$ cat src/rtl/ps2_pkg.sv
// Shared types and constants for the PS/2 receive port.
// Build option: PS2_RX_PARITY_CHECK_EN enables odd-parity qualification.
package ps2_pkg;

    localparam logic LOW  = 1'b0;
    localparam logic HIGH = 1'b1;
    localparam logic YES  = 1'b1;
    localparam logic NO   = 1'b0;

    localparam int FRAME_DATA_BITS = 8;

    typedef enum logic [1:0] {
        IDLE,
        DATA,
        PARITY,
        STOP
    } rx_state_e;

    // Odd parity holds when data plus parity bit carry an odd ones-count.
    function automatic logic odd_parity_ok(
        input logic [FRAME_DATA_BITS-1:0] data,
        input logic                       par
    );
        return ^{data, par};
    endfunction

endpackage

$ cat src/rtl/ps2_pin_filter.sv
// Two-flop synchroniser, optional stability filter and falling-edge strobe
// for one PS/2 pin.
module ps2_pin_filter
    import ps2_pkg::*;
#(
    parameter int FILTER_LEN = 8,
    parameter bit FILTER_EN  = 1'b1
) (
    input  logic clk,
    input  logic reset_low,
    input  logic pin_i,
    output logic level_o,
    output logic fall_o
);

    logic [1:0] sync_q;
    logic       synced;
    logic       level;
    logic       prev_q;

    always_ff @(posedge clk or negedge reset_low) begin
        if (!reset_low) begin
            sync_q <= {HIGH, HIGH};
        end else begin
            sync_q <= {sync_q[0], pin_i};
        end
    end

    assign synced = sync_q[1];

    if (FILTER_EN) begin : g_filter
        localparam int CW = $clog2(FILTER_LEN + 1);

        logic [CW-1:0] cnt_q, cnt_d;
        logic          filt_q, filt_d;

        // Level flips only after FILTER_LEN samples that all disagree with it.
        always_comb begin
            cnt_d  = cnt_q;
            filt_d = filt_q;
            if (synced == filt_q) begin
                cnt_d = '0;
            end else if (cnt_q == CW'(FILTER_LEN - 1)) begin
                cnt_d  = '0;
                filt_d = synced;
            end else begin
                cnt_d = cnt_q + 1'b1;
            end
        end

        always_ff @(posedge clk or negedge reset_low) begin
            if (!reset_low) begin
                cnt_q  <= '0;
                filt_q <= HIGH;
            end else begin
                cnt_q  <= cnt_d;
                filt_q <= filt_d;
            end
        end

        assign level = filt_q;
    end else begin : g_nofilter
        assign level = synced;
    end

    always_ff @(posedge clk or negedge reset_low) begin
        if (!reset_low) begin
            prev_q <= HIGH;
        end else begin
            prev_q <= level;
        end
    end

    assign level_o = level;
    assign fall_o  = prev_q & ~level;

endmodule

$ cat src/rtl/ps2_rx_port.sv
// Receive-only PS/2 port: deframes 11-bit frames into a one-entry byte output.
// Build option: PS2_RX_PARITY_CHECK_EN drops frames with bad odd parity.
module ps2_rx_port
    import ps2_pkg::*;
#(
    parameter int FILTER_LEN     = 8,
    parameter int TIMEOUT_CYCLES = 148500
) (
    input  logic       clk,
    input  logic       reset_low,
    input  logic       ps2_clk_pin,
    input  logic       ps2_data_pin,
    input  logic       rx_ready,
    output logic       rx_valid,
    output logic [7:0] rx_data
);

`ifdef PS2_RX_PARITY_CHECK_EN
    localparam logic PARITY_CHECK = YES;
`else
    localparam logic PARITY_CHECK = NO;
`endif

    localparam int TW = $clog2(TIMEOUT_CYCLES + 1);

    logic strobe;
    logic data_s;
    logic unused_data_fall;

    ps2_pin_filter #(
        .FILTER_LEN (FILTER_LEN),
        .FILTER_EN  (1'b1)
    ) u_clk_filt (
        .clk       (clk),
        .reset_low (reset_low),
        .pin_i     (ps2_clk_pin),
        .level_o   (),
        .fall_o    (strobe)
    );

    ps2_pin_filter #(
        .FILTER_LEN (FILTER_LEN),
        .FILTER_EN  (1'b0)
    ) u_data_sync (
        .clk       (clk),
        .reset_low (reset_low),
        .pin_i     (ps2_data_pin),
        .level_o   (data_s),
        .fall_o    (unused_data_fall)
    );

    rx_state_e                  state_q, state_d;
    logic [2:0]                 bit_cnt_q, bit_cnt_d;
    logic [FRAME_DATA_BITS-1:0] shift_q, shift_d;
    logic                       parity_q, parity_d;
    logic [TW-1:0]              tmo_q, tmo_d;
    logic                       rx_valid_q, rx_valid_d;
    logic [7:0]                 rx_data_q, rx_data_d;
    logic                       accept;
    logic                       parity_pass;

    assign parity_pass = (PARITY_CHECK == NO)
                       || odd_parity_ok(shift_q, parity_q);

    always_comb begin
        state_d   = state_q;
        bit_cnt_d = bit_cnt_q;
        shift_d   = shift_q;
        parity_d  = parity_q;
        tmo_d     = tmo_q;
        accept    = NO;

        unique case (state_q)
            IDLE: begin
                if (strobe && data_s == LOW) begin
                    state_d   = DATA;
                    bit_cnt_d = '0;
                end
            end
            DATA: begin
                if (strobe) begin
                    shift_d[bit_cnt_q] = data_s;
                    if (bit_cnt_q == 3'(FRAME_DATA_BITS - 1)) begin
                        state_d = PARITY;
                    end else begin
                        bit_cnt_d = bit_cnt_q + 1'b1;
                    end
                end
            end
            PARITY: begin
                if (strobe) begin
                    parity_d = data_s;
                    state_d  = STOP;
                end
            end
            STOP: begin
                if (strobe) begin
                    accept  = (data_s == HIGH) && parity_pass;
                    state_d = IDLE;
                end
            end
            default: state_d = IDLE;
        endcase

        // A stalled device must not wedge the deframer mid-frame.
        if (state_q == IDLE) begin
            tmo_d = '0;
        end else if (strobe) begin
            tmo_d = '0;
        end else if (tmo_q == TW'(TIMEOUT_CYCLES - 1)) begin
            tmo_d   = '0;
            state_d = IDLE;
        end else begin
            tmo_d = tmo_q + 1'b1;
        end
    end

    always_comb begin
        rx_valid_d = rx_valid_q;
        rx_data_d  = rx_data_q;
        if (rx_valid_q && rx_ready) begin
            rx_valid_d = NO;
        end
        // Slot free or emptying this edge; otherwise the new byte is lost.
        if (accept && (!rx_valid_q || rx_ready)) begin
            rx_valid_d = YES;
            rx_data_d  = shift_q;
        end
    end

    always_ff @(posedge clk or negedge reset_low) begin
        if (!reset_low) begin
            state_q    <= IDLE;
            bit_cnt_q  <= '0;
            shift_q    <= '0;
            parity_q   <= LOW;
            tmo_q      <= '0;
            rx_valid_q <= NO;
            rx_data_q  <= '0;
        end else begin
            state_q    <= state_d;
            bit_cnt_q  <= bit_cnt_d;
            shift_q    <= shift_d;
            parity_q   <= parity_d;
            tmo_q      <= tmo_d;
            rx_valid_q <= rx_valid_d;
            rx_data_q  <= rx_data_d;
        end
    end

    assign rx_valid = rx_valid_q;
    assign rx_data  = rx_data_q;

endmodule

$ cat config.mk
export PLATFORM = sky130hd
export DESIGN_NAME = ps2_rx_port
export DESIGN_NICKNAME = d
export VERILOG_FILES = /design/src/rtl/ps2_pkg.sv /design/src/rtl/ps2_pin_filter.sv /design/src/rtl/ps2_rx_port.sv
export SDC_FILE = /design/constraint.sdc
export NUM_CORES = 1
export LEC_CHECK = 0
export ABC_CLOCK_PERIOD_IN_PS = 1600
export CORE_ASPECT_RATIO = 1.1
export CORE_MARGIN = 8
export CORE_UTILIZATION = 56
export DETAILED_ROUTE_END_ITERATION = 16
export DONT_BUFFER_PORTS = 1
export PLACE_DENSITY_LB_ADDON = 0.25
export SLEW_MARGIN = 20
export SYNTH_ARGS = -nofsm -noshare
export SYNTH_HDL_FRONTEND = slang
export SYNTH_SLANG_ARGS = --single-unit
$ cat constraint.sdc
create_clock -name clk -period 1.6 [get_ports clk]
set_input_delay 0.4 -clock clk [delete_from_list [all_inputs] [get_ports clk]]
set_output_delay 0.4 -clock clk [all_outputs]
set_load 0.01 [all_outputs]
==> impl_metrics.csv <==
group,metric,value,unit
yosys,netlist_area,2240,sq um
timing,fmax,630,MHz
floorplanning,die_area,6280,sq um
yosys,yosysWarnings,0,
critical_path,regToRegEndpoint,"shift_q[0]",
critical_path,cp-start-kind,"register",
route,routed_via_density,5.56,
clock_tree,cts.path.max_buffers,2,
yosys,synth-edff-count,0,
clock_tree,cts-buffers-inserted,5,
power,power_density,1180,nW/um^2
yosys,yosysSeqAreaShare,0.562,
route,wl_met3,154,um
timing,hold_slack,0.0899,ns
route,met1_length,1.64,mm
min_path,hold_path.class,"input pin to register",
critical_path,endpoint,"shift_q[0]",
route,drt-initial-drc-count,107,
critical_path,cp-startpoint,"u_clk_filt.prev_q",
placement,gp_congestion,0.799,
timing,slew_viol_final,0,
timing,skew,0.00792,ns
global_routing,grt_usage,0.138,
global_routing,antenna_found_initial,0,
timing,layout_min_cycle_time,1.59,ns
yosys,yosysMostFrequentCell,"dfrtp_1",
timing,worst_pin_slew,0.297,ns
timing,rsz0062_at_grt,"true",
timing,finalWorstSetupSlack,0.0137,ns
placement,placed_area,2400,sq um
clock_tree,cts_tree,"yes",
final_layout,multi_input_area,1010,sq um
yosys,yosysTopAreaCellShare,0.492,
final_layout,area_growth,19.6,%
global_routing,grt-ovfl-total,0,
global_routing,grt_pass1_vias,1554,
placement,numPortBuffers,0,
route,antenna_left,0,
final_layout,n_antenna_cell,0,
route,drcViolationCount,0,
critical_path,crit_type,"register to register",
final_layout,drive_above_1_share,0.339,
flow_run,drv_cap,0,
final_layout,seqCellArea,1260,sq um
timing,hold_viol_final,0,
yosys,syn_avg_cell_area,11.4,sq um
route,wire_per_inst,15.1,um
clock_tree,cts_root_buffer,"clkbuf_8",
yosys,synth_top_area_cell,"dfrtp_1",
critical_path,cp-end-kind,"register",
critical_path,critPathArrivalTime,1.77,ns
route,wl_met2,2.28,mm
clock_tree,htreeDepth,2,
critical_path,rr_startpoint,"u_clk_filt.prev_q",
clock_tree,path_clk_slew,0.09,ns
route,top_layer,"met4",
power,vdd_drop_max,0.716,mV
yosys,synthTopCellsByCount,"dfrtp_1, nor2_1, mux2_2, nand3_1, a21oi_1",
final_layout,final_area,2680,sq um
yosys,synthFlopType,"dfrtp_1",
critical_path,cp_max_fo,4,
floorplanning,dieWidth,76.3,um
yosys,synthTopCellsByArea,"dfrtp_1, mux2_2, dfstp_2",
critical_path,reg2reg_depth,4,
placement,hpwl,2.80,mm
yosys,yosysUniqueCellTypes,36,
run_status,outcome,"finished, final reports clean",
critical_path,crit_required,1.79,ns
route,via_count,1519,
floorplanning,start_util,0.574,
placement,place_ws,0.00188,ns
critical_path,regToRegSetupSlack,0.01,ns
route,detail_route.wirelength,4.12,mm
final_layout,n_fill_cell,278,
timing,relSlewSlack,0.800,
clock_tree,cts.sinks,50,
yosys,synth_seq_cells,50,
floorplanning,die_y,82.3,um
yosys,synthCells,196,
global_routing,grt_max_degree,51,
yosys,syn-num-nets,205,
timing,setup_violations,0,
floorplanning,core,3900,sq um
yosys,async_flop_share,1.00,
final_layout,nets,229,
clock_tree,insertion_delay,0.30,ns
floorplanning,num_rows,24,
power,p_leak,0.00121,uW
timing,finalCritPeriodShare,0.991,
floorplanning,io_pins,14,
route,dr.pass1.iters,4,
global_routing,grt_pass1_wl,6.96,mm
## logic make-up after synthesis
| family | count (synthesis) | share of synthesized area |
|---|---|---|
| muxes | 21 | 0.104 |
| DFF | 50 | 0.562 |
| buffers and inverters | 14 | 0.0302 |
| and+or+nand+nor | 75 | 0.183 |
| adders and majority gates | 4 | 0.0223 |
| AOI/OAI and AO/OA | 20 | 0.0514 |
| xor gates and xnor gates | 12 | 0.0469 |
## flip-flops by register name, summed over array words and instances, names as in the netlist
signal,cells
u_clk_filt.sync_q,2
state_q,2
tmo_q,18
u_clk_filt.level_o,1
u_clk_filt.prev_q,1
u_data_sync.sync_q,2
rx_data,8
bit_cnt_q,3
shift_q,8
rx_valid,1
u_clk_filt.g_filter.cnt_q,4
## per-layer routing
layer,GRT usage,vias to the layer above
li1,-,731
met1,0.138,760
met2,0.266,23
met3,0.0433,5
met4,0.0500,0
met5,0,-
## worst max-delay path: stages, from the launching register on
cell      delay [ns]
dfstp_2         0.56
nand2b_4        0.06
or3_4           0.38
nor3_2          0.13
mux2_2          0.35
## placed cells by master, fill, tap and decap left out, types with 6 or more instances in the layout
| master | n |
|---|---|
| nand2_1 | 7 |
| o21ai_0 | 7 |
| mux2_2 | 17 |
| nor2_1 | 21 |
| or3_1 | 6 |
| dfrtp_1 | 41 |
| dfstp_2 | 6 |
| inv_1 | 8 |
| buf_4 | 20 |
| xor2_1 | 8 |
| a21oi_1 | 8 |
| nand3_1 | 12 |
## through the flow
step	power, uW	instances	utilization	setup TNS (ns)
floorplan	1960	196	-	-0.268
global placement	2170	255	0.615	0
detailed placement	2210	255	0.615	0
CTS	3130	265	0.656	0
global route	3350	273	0.686	-0.0719
finish	3150	273	0.686	0
## power by group
part	total, uW	leakage (uW)	internal [uW]	switching, uW
Sequential	1510	0.000665	1410	104
Combinational	782	0.000495	379	403
Clock	859	0.0000524	468	391
## worst min path at each step
stage	slack (ns)	from	cells past startpoint	to
floorplan	0.10	reset_low	0	bit_cnt_q[0]
global route	0.07	ps2_data_pin	0	u_data_sync.sync_q[0]
finish	0.09	ps2_data_pin	0	u_data_sync.sync_q[0]
global placement	0.11	reset_low	0	u_clk_filt.g_filter.cnt_q[2]
CTS	0.08	ps2_data_pin	0	u_data_sync.sync_q[0]
detailed placement	0.11	reset_low	0	rx_data[7]
## timing repair
action                                  CTS  global route
hold buffers                              2             0
endpoints found under the setup margin    5            31
endpoints found under the hold margin    50             0
cloned                                    0             0
pin swaps                                 0             8
buffers inserted                          0             8
resized for setup                         2            18
## final cells by class
cell class | count | share of cell area
clock inverters | 1 | 0.0112
well taps | 52 | 0.0243
multi-input cells | 132 | 0.376
clock buffers | 7 | 0.0285
repair buffers | 23 | 0.0775
inverters | 8 | 0.0112
flip-flops and latches | 50 | 0.471
Power figures use the tool's default switching activity.
